--- config.mk ---
export PLATFORM = sky130hd
export DESIGN_NAME = sdram_arbiter_flat
export DESIGN_NICKNAME = d
export VERILOG_FILES = /design/src/rtl/sdram_arbiter_if.sv /design/src/rtl/sdram_arbiter.sv /design/src/flat_wrapper.sv
export SDC_FILE = /design/constraint.sdc
export NUM_CORES = 1
export LEC_CHECK = 0
export CAP_MARGIN = 0
export CORE_MARGIN = 2
export CORE_UTILIZATION = 36
export DETAILED_ROUTE_END_ITERATION = 7
export PLACE_DENSITY = 0.78
export SLEW_MARGIN = 20
export SYNTH_ARGS = -nofsm -noshare
export SYNTH_HDL_FRONTEND = slang
export SYNTH_SLANG_ARGS = --single-unit
--- constraint.sdc ---
create_clock -name clk -period 2.55 [get_ports clk]
set_clock_uncertainty 0.05 [all_clocks]
set_input_delay 0.51 -clock clk [delete_from_list [all_inputs] [get_ports clk]]
set_output_delay 0.51 -clock clk [all_outputs]
set_load 0.01 [all_outputs]
--- src/rtl/sdram_arbiter_if.sv ---
// sdram_arbiter_if
// Bundles the requester-side handshake and the controller-side bus of the
// SDRAM arbiter into one interface.
//   req/req_we/req_addr/req_din/req_wtbt : per-port requests (flattened vectors)
//   ack/dout/busy                        : completion back to the requesters
//   sd_rd/sd_we/sd_addr/sd_din/sd_wtbt   : strobes and payload to the controller
//   sd_dout/sd_ready                     : read data and ready from the controller
// Modports: slave  = the arbiter itself
//           master = the environment (requesters plus controller)
interface sdram_arbiter_if #(
    parameter int NUM_PORTS = 3,
    parameter int ADDR_W    = 24
);
    logic [NUM_PORTS-1:0]        req;
    logic [NUM_PORTS-1:0]        req_we;
    logic [NUM_PORTS*ADDR_W-1:0] req_addr;
    logic [NUM_PORTS*16-1:0]     req_din;
    logic [NUM_PORTS*2-1:0]      req_wtbt;
    logic [NUM_PORTS-1:0]        ack;
    logic [15:0]                 dout;
    logic                        busy;
    logic                        sd_rd;
    logic                        sd_we;
    logic [ADDR_W-1:0]           sd_addr;
    logic [15:0]                 sd_din;
    logic [1:0]                  sd_wtbt;
    logic [15:0]                 sd_dout;
    logic                        sd_ready;

    modport slave (
        input  req, req_we, req_addr, req_din, req_wtbt, sd_dout, sd_ready,
        output ack, dout, busy, sd_rd, sd_we, sd_addr, sd_din, sd_wtbt
    );

    modport master (
        output req, req_we, req_addr, req_din, req_wtbt, sd_dout, sd_ready,
        input  ack, dout, busy, sd_rd, sd_we, sd_addr, sd_din, sd_wtbt
    );
endinterface

--- src/rtl/sdram_arbiter.sv ---
// sdram_arbiter
// Shares one SDRAM controller (edge-triggered rd/we strobes, level ready)
// between NUM_PORTS requesters. Each level req is turned into a single
// one-cycle strobe; after the controller completes, the granted port gets a
// one-cycle ack and, for reads, the data on dout.
// Ports:
//   clk  : system clock, same domain as the controller
//   init : asynchronous active-high reset (shared with the controller)
//   bus  : sdram_arbiter_if.slave (requester side and controller side)
// Optional feature: define SDRAM_ARB_PRIO0_EN to give port 0 absolute
// priority; round-robin then covers ports 1..NUM_PORTS-1 only. Without the
// macro arbitration is pure round-robin over all ports.
module sdram_arbiter #(
    parameter int NUM_PORTS = 3,
    parameter int ADDR_W    = 24
) (
    input  logic           clk,
    input  logic           init,
    sdram_arbiter_if.slave bus
);
    localparam int PTR_W = $clog2(NUM_PORTS);
    localparam logic [PTR_W-1:0] LAST_PORT = PTR_W'(NUM_PORTS - 1);

    typedef enum logic [1:0] {IDLE, STROBE, SETTLE, WAIT} state_t;

    state_t               state_reg;
    logic [PTR_W-1:0]     rr_ptr_reg;
    logic [PTR_W-1:0]     gnt_reg;
    logic                 gnt_we_reg;
    logic [NUM_PORTS-1:0] ack_reg;
    logic [15:0]          dout_reg;
    logic                 busy_reg;
    logic                 sd_rd_reg;
    logic                 sd_we_reg;
    logic [ADDR_W-1:0]    sd_addr_reg;
    logic [15:0]          sd_din_reg;
    logic [1:0]           sd_wtbt_reg;

    logic [ADDR_W-1:0]    addr_arr [NUM_PORTS];
    logic [15:0]          din_arr  [NUM_PORTS];
    logic [1:0]           wtbt_arr [NUM_PORTS];
    logic [NUM_PORTS-1:0] rr_req;

    genvar gi;
    generate
        for (gi = 0; gi < NUM_PORTS; gi++) begin : g_port
            assign addr_arr[gi] = bus.req_addr[gi*ADDR_W +: ADDR_W];
            assign din_arr[gi]  = bus.req_din[gi*16 +: 16];
            assign wtbt_arr[gi] = bus.req_wtbt[gi*2 +: 2];
`ifdef SDRAM_ARB_PRIO0_EN
            // Port 0 is handled outside the rotation.
            assign rr_req[gi] = (gi == 0) ? 1'b0 : bus.req[gi];
`else
            assign rr_req[gi] = bus.req[gi];
`endif
        end
    endgenerate

    // Round-robin search starting just after the last winner.
    logic             found;
    logic [PTR_W-1:0] win_idx;
    logic [PTR_W-1:0] cand;

    always_comb begin
        found   = 1'b0;
        win_idx = '0;
        cand    = '0;
        for (int k = 1; k <= NUM_PORTS; k++) begin
            cand = PTR_W'((int'(rr_ptr_reg) + k) % NUM_PORTS);
            if (!found && rr_req[cand]) begin
                found   = 1'b1;
                win_idx = cand;
            end
        end
`ifdef SDRAM_ARB_PRIO0_EN
        if (bus.req[0]) begin
            found   = 1'b1;
            win_idx = '0;
        end
`endif
    end

    always_ff @(posedge clk or posedge init) begin
        if (init) begin
            state_reg   <= IDLE;
            rr_ptr_reg  <= LAST_PORT;
            gnt_reg     <= '0;
            gnt_we_reg  <= 1'b0;
            ack_reg     <= '0;
            dout_reg    <= '0;
            busy_reg    <= 1'b0;
            sd_rd_reg   <= 1'b0;
            sd_we_reg   <= 1'b0;
            sd_addr_reg <= '0;
            sd_din_reg  <= '0;
            sd_wtbt_reg <= '0;
        end else begin
            ack_reg <= '0;
            case (state_reg)
                IDLE: begin
                    // The ack cycle is a dead cycle: the acked port is still
                    // holding req and must not be granted again.
                    if (bus.sd_ready && (ack_reg == '0) && found) begin
                        sd_addr_reg <= addr_arr[win_idx];
                        sd_din_reg  <= din_arr[win_idx];
                        sd_wtbt_reg <= wtbt_arr[win_idx];
                        sd_we_reg   <= bus.req_we[win_idx];
                        sd_rd_reg   <= ~bus.req_we[win_idx];
                        gnt_we_reg  <= bus.req_we[win_idx];
                        gnt_reg     <= win_idx;
                        busy_reg    <= 1'b1;
`ifdef SDRAM_ARB_PRIO0_EN
                        if (win_idx != '0) begin
                            rr_ptr_reg <= win_idx;
                        end
`else
                        rr_ptr_reg  <= win_idx;
`endif
                        state_reg   <= STROBE;
                    end
                end
                STROBE: begin
                    sd_rd_reg <= 1'b0;
                    sd_we_reg <= 1'b0;
                    state_reg <= SETTLE;
                end
                // Gives the controller a cycle to drop ready, so a stale
                // ready from the previous access is never taken as done.
                SETTLE: begin
                    state_reg <= WAIT;
                end
                WAIT: begin
                    if (bus.sd_ready) begin
                        ack_reg[gnt_reg] <= 1'b1;
                        if (!gnt_we_reg) begin
                            dout_reg <= bus.sd_dout;
                        end
                        busy_reg  <= 1'b0;
                        state_reg <= IDLE;
                    end
                end
                default: state_reg <= IDLE;
            endcase
        end
    end

    assign bus.ack     = ack_reg;
    assign bus.dout    = dout_reg;
    assign bus.busy    = busy_reg;
    assign bus.sd_rd   = sd_rd_reg;
    assign bus.sd_we   = sd_we_reg;
    assign bus.sd_addr = sd_addr_reg;
    assign bus.sd_din  = sd_din_reg;
    assign bus.sd_wtbt = sd_wtbt_reg;
endmodule

--- src/flat_wrapper.sv ---
// flat-port wrapper written by rule: the top's interface ports become plain ports
module sdram_arbiter_flat 
#(
    parameter int NUM_PORTS = 3,
    parameter int ADDR_W    = 24
)
  (clk, init, bus_req, bus_req_we, bus_req_addr, bus_req_din, bus_req_wtbt, bus_sd_dout, bus_sd_ready, bus_ack, bus_dout, bus_busy, bus_sd_rd, bus_sd_we, bus_sd_addr, bus_sd_din, bus_sd_wtbt);
  sdram_arbiter_if #(.NUM_PORTS(NUM_PORTS), .ADDR_W(ADDR_W)) bus_i ();
  input  logic clk;
  input  logic init;
  input wire logic [$bits(bus_i.req)-1:0] bus_req;
  input wire logic [$bits(bus_i.req_we)-1:0] bus_req_we;
  input wire logic [$bits(bus_i.req_addr)-1:0] bus_req_addr;
  input wire logic [$bits(bus_i.req_din)-1:0] bus_req_din;
  input wire logic [$bits(bus_i.req_wtbt)-1:0] bus_req_wtbt;
  input wire logic [$bits(bus_i.sd_dout)-1:0] bus_sd_dout;
  input wire logic [$bits(bus_i.sd_ready)-1:0] bus_sd_ready;
  output wire logic [$bits(bus_i.ack)-1:0] bus_ack;
  output wire logic [$bits(bus_i.dout)-1:0] bus_dout;
  output wire logic [$bits(bus_i.busy)-1:0] bus_busy;
  output wire logic [$bits(bus_i.sd_rd)-1:0] bus_sd_rd;
  output wire logic [$bits(bus_i.sd_we)-1:0] bus_sd_we;
  output wire logic [$bits(bus_i.sd_addr)-1:0] bus_sd_addr;
  output wire logic [$bits(bus_i.sd_din)-1:0] bus_sd_din;
  output wire logic [$bits(bus_i.sd_wtbt)-1:0] bus_sd_wtbt;
  assign bus_i.req = bus_req;
  assign bus_i.req_we = bus_req_we;
  assign bus_i.req_addr = bus_req_addr;
  assign bus_i.req_din = bus_req_din;
  assign bus_i.req_wtbt = bus_req_wtbt;
  assign bus_i.sd_dout = bus_sd_dout;
  assign bus_i.sd_ready = bus_sd_ready;
  assign bus_ack = bus_i.ack;
  assign bus_dout = bus_i.dout;
  assign bus_busy = bus_i.busy;
  assign bus_sd_rd = bus_i.sd_rd;
  assign bus_sd_we = bus_i.sd_we;
  assign bus_sd_addr = bus_i.sd_addr;
  assign bus_sd_din = bus_i.sd_din;
  assign bus_sd_wtbt = bus_i.sd_wtbt;
  sdram_arbiter #(.NUM_PORTS(NUM_PORTS), .ADDR_W(ADDR_W)) u_core (.clk(clk), .init(init), .bus(bus_i));
endmodule
# [Word level (Yosys, flattened, before mapping)]
# Cells that the tools add are included.
[totals] input_bits=151 output_inout_bits=64 regBits=71
[op_classes] div=3 bitwise_logic=3 reduce_logical=16 addsub=3 muxes=37 eq_ne=5 order_cmp=7
[op_table] operator="32-bit by 3-bit remainder unit with 32-bit output, second input constant" n=3
[op_table] operator="24-bit binary-select mux with 2-bit select" n=1
[op_table] operator="24-bit 2-to-1 mux" n=2
[op_table] operator="16-bit binary-select mux with 2-bit select" n=1
[op_table] operator="16-bit 2-to-1 mux" n=2
[op_table] operator="2-bit by 3-bit < comparator with 1-bit output, second input constant" n=5
[op_table] operator="2-bit 2-to-1 mux" n=7
[op_table] operator="1-bit 2-to-1 mux" n=12
[op_table] operator="1-bit binary-select mux with 2-bit select" n=4
[op_table] operator="2-bit one-hot mux with 4 select lines" n=1
[op_table] operator="2-bit by 2-bit adder with 3-bit output, second input constant" n=2
[op_table] operator="3-bit 2-to-1 mux" n=2
[op_table] operator="1-bit one-hot mux with 2 select lines" n=3
[op_table] operator="2-bit AND reduction" n=3
[op_table] operator="3-bit AND reduction" n=2
[op_table] operator="1-bit logical AND" n=5
[op_table] operator="2-bit binary-select mux with 2-bit select" n=1
[op_table] operator="2-bit == test, second input constant" n=2
[op_table] operator="2-bit nonzero test" n=2
[op_table] operator="2-bit by 1-bit adder with 3-bit output, second input constant" n=1
[op_table] operator="3-bit >= comparator, second input constant" n=1
[op_table] operator="3-bit logical NOT" n=1
[op_table] operator="2-bit NOT with 3-bit output" n=1
[op_table] operator="1-bit demux with 2-bit select" n=1
[op_table] operator="7 further kinds" n=9

# [Depth between registers and ports, before layout]
# Gate-level depths: netlist of run 1.
[logic_depth] ltp_word=16 ltp_mapped=10 ltp_nobuf=8

# [Least setup slack after synthesis of run 1]
# No wires, ideal clock.
[synth_path] path_type="register -> register" start="reg, netlist name u_core.gnt_reg[0]" end="reg u_core.sd_addr_reg[10], in the netlist u_core.bus.sd_addr[10]" t_arrival_ns=2.330 stages_incl_launch_ff=10 path_slack_ns=0.042 synth_period_minus_slack_ns=2.508 cell_sequence="dfrtp_1 -> inv_1 -> ha_1 -> mux2_2 -> a211o_1 -> a21o_1 -> nand2_2 -> buf_2 -> mux2i_1 -> o211ai_2"
[synth_lines] element="end signal: assignment" line_no="sdram_arbiter.sv:104" text="sd_addr_reg <= addr_arr[win_idx];"
[synth_lines] element="end: declaration" line_no="sdram_arbiter.sv:35" text="logic [ADDR_W-1:0] sd_addr_reg;"

# [Worst setup path after layout of run 1]
[layout_path] start="reg u_core.rr_ptr_reg[1]" end="reg u_core.sd_addr_reg[0], in the netlist u_core.bus.sd_addr[0]"
[layout_via] elab_chain_cells=15
[layout_rtl] element="start: declaration" line_no="sdram_arbiter.sv:27" text="logic [PTR_W-1:0] rr_ptr_reg;"
[layout_rtl] element="start signal: assignment" line_no="sdram_arbiter.sv:117" text="rr_ptr_reg <= win_idx;"
[layout_rtl] element="2-bit by 1-bit adder with 3-bit output" line_no="sdram_arbiter.sv:69" text="cand = PTR_W'((int'(rr_ptr_reg) + k) % NUM_PORTS);"
[layout_rtl] element="32-bit by 3-bit remainder unit with 32-bit output" line_no="sdram_arbiter.sv:69"
[layout_rtl] element="1-bit binary-select mux with 2-bit select" line_no="sdram_arbiter.sv:70" text="if (!found && rr_req[cand]) begin"
[layout_rtl] element="1-bit 2-to-1 mux (implied by the code)" line_no="sdram_arbiter.sv:70"
[layout_rtl] element="1-bit 2-to-1 mux" line_no="sdram_arbiter.sv:70"
[layout_rtl] element="1-bit logical NOT" line_no="sdram_arbiter.sv:70"
[layout_rtl] element="1-bit logical AND" line_no="sdram_arbiter.sv:70"
[layout_rtl] element="1-bit 2-to-1 mux" line_no="sdram_arbiter.sv:70"
[layout_rtl] element="1-bit logical NOT" line_no="sdram_arbiter.sv:70"
[layout_rtl] element="1-bit logical AND" line_no="sdram_arbiter.sv:70"
[layout_rtl] element="2-bit 2-to-1 mux" line_no="sdram_arbiter.sv:70"
[layout_rtl] element="2-bit NOT with 3-bit output (implied by the code)" line_no="sdram_arbiter.sv:104"
[layout_rtl] element="24-bit binary-select mux with 2-bit select" line_no="sdram_arbiter.sv:104"
[layout_rtl] element="24-bit 2-to-1 mux (implied by the code) (2 in a row)" line_no="sdram_arbiter.sv:104"
# Several ways; a longest one is shown, not always the timed one. The select of a mux whose other input is x is not followed.
# A chain may end at the register's enable or synchronous reset.

==> impl_metrics.ini, run 1 <==
[job]
max_cap_violations = 0

[synth]
yosys.area.top_type = dfrtp_1
synth-edff-count = 0
synth_top_area_share_pct = 43.9
netlist_instances = 356
yosys-top-cells-area = dfrtp_1 44%, o211ai_2 12%, mux2i_1 11%
syn-num-nets = 515
synthFlopType = dfrtp_1
synth-seq-area-share_pct = 44.6
async_flop_share_pct = 100
yosysWarnings = 0
synth.distinct_cells = 43
syn_avg_cell_area_sq_um = 11.0
syn_area_sq_um = 3930
ys_ff_latch = 70

[place]
io_buffers = 214
dp_hpwl_mm = 9.26
place_ws_ns = -0.297
place_area_sq_um = 6350
gp_congestion = 0.820

[finish]
largest_reg_flops = 24
multi_input_area_sq_um = 2280
utilization_pct = 65.1
num-nets-final = 749
nFillCells = 845
diodes = 0
layout-drive-gt1-share_pct = 24.7
mostFrequentLayoutCells = 214 x clkdlybuf4s50_1, 69 x dfrtp_1, 48 x nand2_1, 43 x nand3_1, 39 x o211ai_2
syn2layout_area_growth_pct = 77.8
final_common_cell = clkdlybuf4s50_1
ff_latch_area_sq_um = 1750
final_area_sq_um = 7000

[power_and_ir_drop]
cellPowerDensity_nw_per_um2 = 1280
peakVddDrop_mv = 0.947
leakage_uw = 0.00296

[worst_setup_path]
startpoint_type = register
slowest_delay_ns = 0.55
arrival_ns = 2.75
path_cells = buf_6 -> ha_4 -> mux2_4 -> a211o_1 -> a21o_1 -> nand2_4 -> buf_12 -> clkbuf_16 -> mux2i_2 -> o211ai_2
worstPathRequired_ns = 2.74
cp_slowest_cell = dfstp_2
worstPathMaxFanout = 6
critPathCaptureType = register
critPathKind = register to register

[detailed_routing]
dr_wl_met2_mm = 7.41
dr.pass1.iters = 4
ant_nets = 0
routed_wl_mm = 13.5
wire_per_inst_microns = 18.4
drtIter0Drc = 197
top_layer = met4
drc = 0
vias_per_cell = 5.10
routed-via-count = 3752
wl_met3_microns = 790
m1WireLength_mm = 5.09

[die]
die_height_microns = 109
core_sq_um = 10700
die_w_microns = 109
dieArea_sq_um = 11800
start_util_pct = 36.6
num_rows = 38
ios = 215

[grt]
gr-usage-all-layers_pct = 21.1
grt_pass1_wl_mm = 19.2
antenna_found_initial = 0
overflow = 0
grt_pass1_vias = 3949
grt_max_degree = 33

[clocking]
cts_buffers = 9
worst_skew_pair.late_latency_ns = 0.34
cts_tree = yes
cts_root_buf = clkbuf_8
cts_hold_buf = 0
cts_sinks = 70
htree_levels = 3
clk_pin_slew_worst_paths_ns = 0.09
clockBufferDepth = 2

[sta]
hold_viol_final = 0
fin_ws_ns = -0.0135
min_period_over_period_pct = 101
tightestPinTransition_ns = 0.638
whs_ns = 0.435
min_period_ns = 2.56
max_freq_mhz = 390
maxSlewViolCount = 0
setup-tns-final_ns = -0.0183
rsz0062_at_grt = true
setup_violations = 3
max-slew-margin-rel_pct = 57.4

[hold_path]
hold_class = input port to asynchronous set/reset pin

[status]
status = complete, but fails checks
violations = setup timing
[kinds of logic (layout without fill, tap and decap cells)]
family	count (synthesis)	in the layout	synth area share, %
DFF	70	70	44.6
muxes	62	62	16.4
adders and majority gates	8	8	2.54
AOI/OAI and AO/OA	68	68	18.0
buffers and inverters	34	270	4.68
and+or+nand+nor	114	117	13.8
[report_power, final]
part	leakage, uW	switching (uW)	internal (uW)
clock	0.0000970	470	387
combinational	0.00200	2830	3370
sequential	0.000869	296	1630
total	0.00296	3600	5380
[what timing repair did]
| action | 4_1_cts | 5_1_grt |
|---|---|---|
| setup endpoints to repair | 46 | 49 |
| cloned | 2 | 4 |
| pin swaps | 2 | 12 |
| setup buffers | 2 | 8 |
| resized for setup | 8 | 44 |
[critical path: cells and delay by family (launching register included)]
| kind | cells | cell delay [ns] |
|---|---|---|
| compound gates | 3 | 0.57 |
| fa+ha+maj | 1 | 0.21 |
| buf+inv | 3 | 0.41 |
| flops | 1 | 0.55 |
| mux | 2 | 0.55 |
| simple gates | 1 | 0.14 |
[layout make-up]
cell class                      count  share of cell area [%]
Clock buffer                       10                    1.97
Clock inverter                      6                   0.644
Inverter                            8                   0.429
Multi-Input combinational cell    255                    32.6
Sequential cell                    70                    25.1
Tap cell                          140                    2.50
Timing Repair Buffer              246                    36.8
[stage by stage]
stage	power [uW]	std cells
2_1_floorplan	4740	356
3_3_place_gp	6600	703
3_5_place_dp	6740	703
4_1_cts	7930	723
5_1_grt	9440	735
6_report	8980	735
[synthesized netlist by cell type (2+ instances only)]
library cell  count
mux2_2           17
a21oi_1           2
buf_4             3
mux2i_1          44
buf_6             5
buf_1             4
o211ai_1          4
or2_2             2
nand3b_1          3
dfrtp_1          69
buf_2             6
ha_1              8
nor3_1            2
nor2_1            2
o21ai_0           7
nand3_1          43
a211o_1           2
o211ai_2         39
nor3b_1           2
nand2_1          48
nor2b_1           2
a21o_1            2
o21a_1            2
inv_1             8
nand2b_1          5
clkbuf_1          8
[final timing paths]
| kind | depth (start not counted) | start | endpoint | slack [ns] |
|---|---|---|---|---|
| setup / recovery | 10 | u_core.rr_ptr_reg[1]$_DFFE_PP1P_ | u_core.bus.sd_addr[0]$_DFFE_PP0P_ | -0.01 |
| hold / removal | 2 | init | u_core.bus.sd_din[7]$_DFFE_PP0P_ | 0.44 |
| setup reg to reg | 10 | u_core.rr_ptr_reg[1]$_DFFE_PP1P_ | u_core.bus.sd_addr[0]$_DFFE_PP0P_ | -0.01 |
| hold reg to reg | 2 | u_core.gnt_we_reg$_DFFE_PP0P_ | u_core.gnt_we_reg$_DFFE_PP0P_ | 0.44 |
| max in group asynchronous | 3 | init | u_core.bus.sd_addr[11]$_DFFE_PP0P_ | 1.36 |
| min in group clk | 2 | u_core.gnt_we_reg$_DFFE_PP0P_ | u_core.gnt_we_reg$_DFFE_PP0P_ | 0.44 |
[per-layer routing]
metal	up-vias	global-route usage, %
met4	0	6.78
met2	146	39.3
met1	1816	24.0
met5	-	0
met3	28	4.22
li1	1762	-
Power figures use the tool's default switching activity.
==> run 2: changes to the inputs <==
- SLEW_MARGIN: 20 -> not set
==> results of run 2 <==
No change in the layout: final DEF, timing and power equal those of run 1.
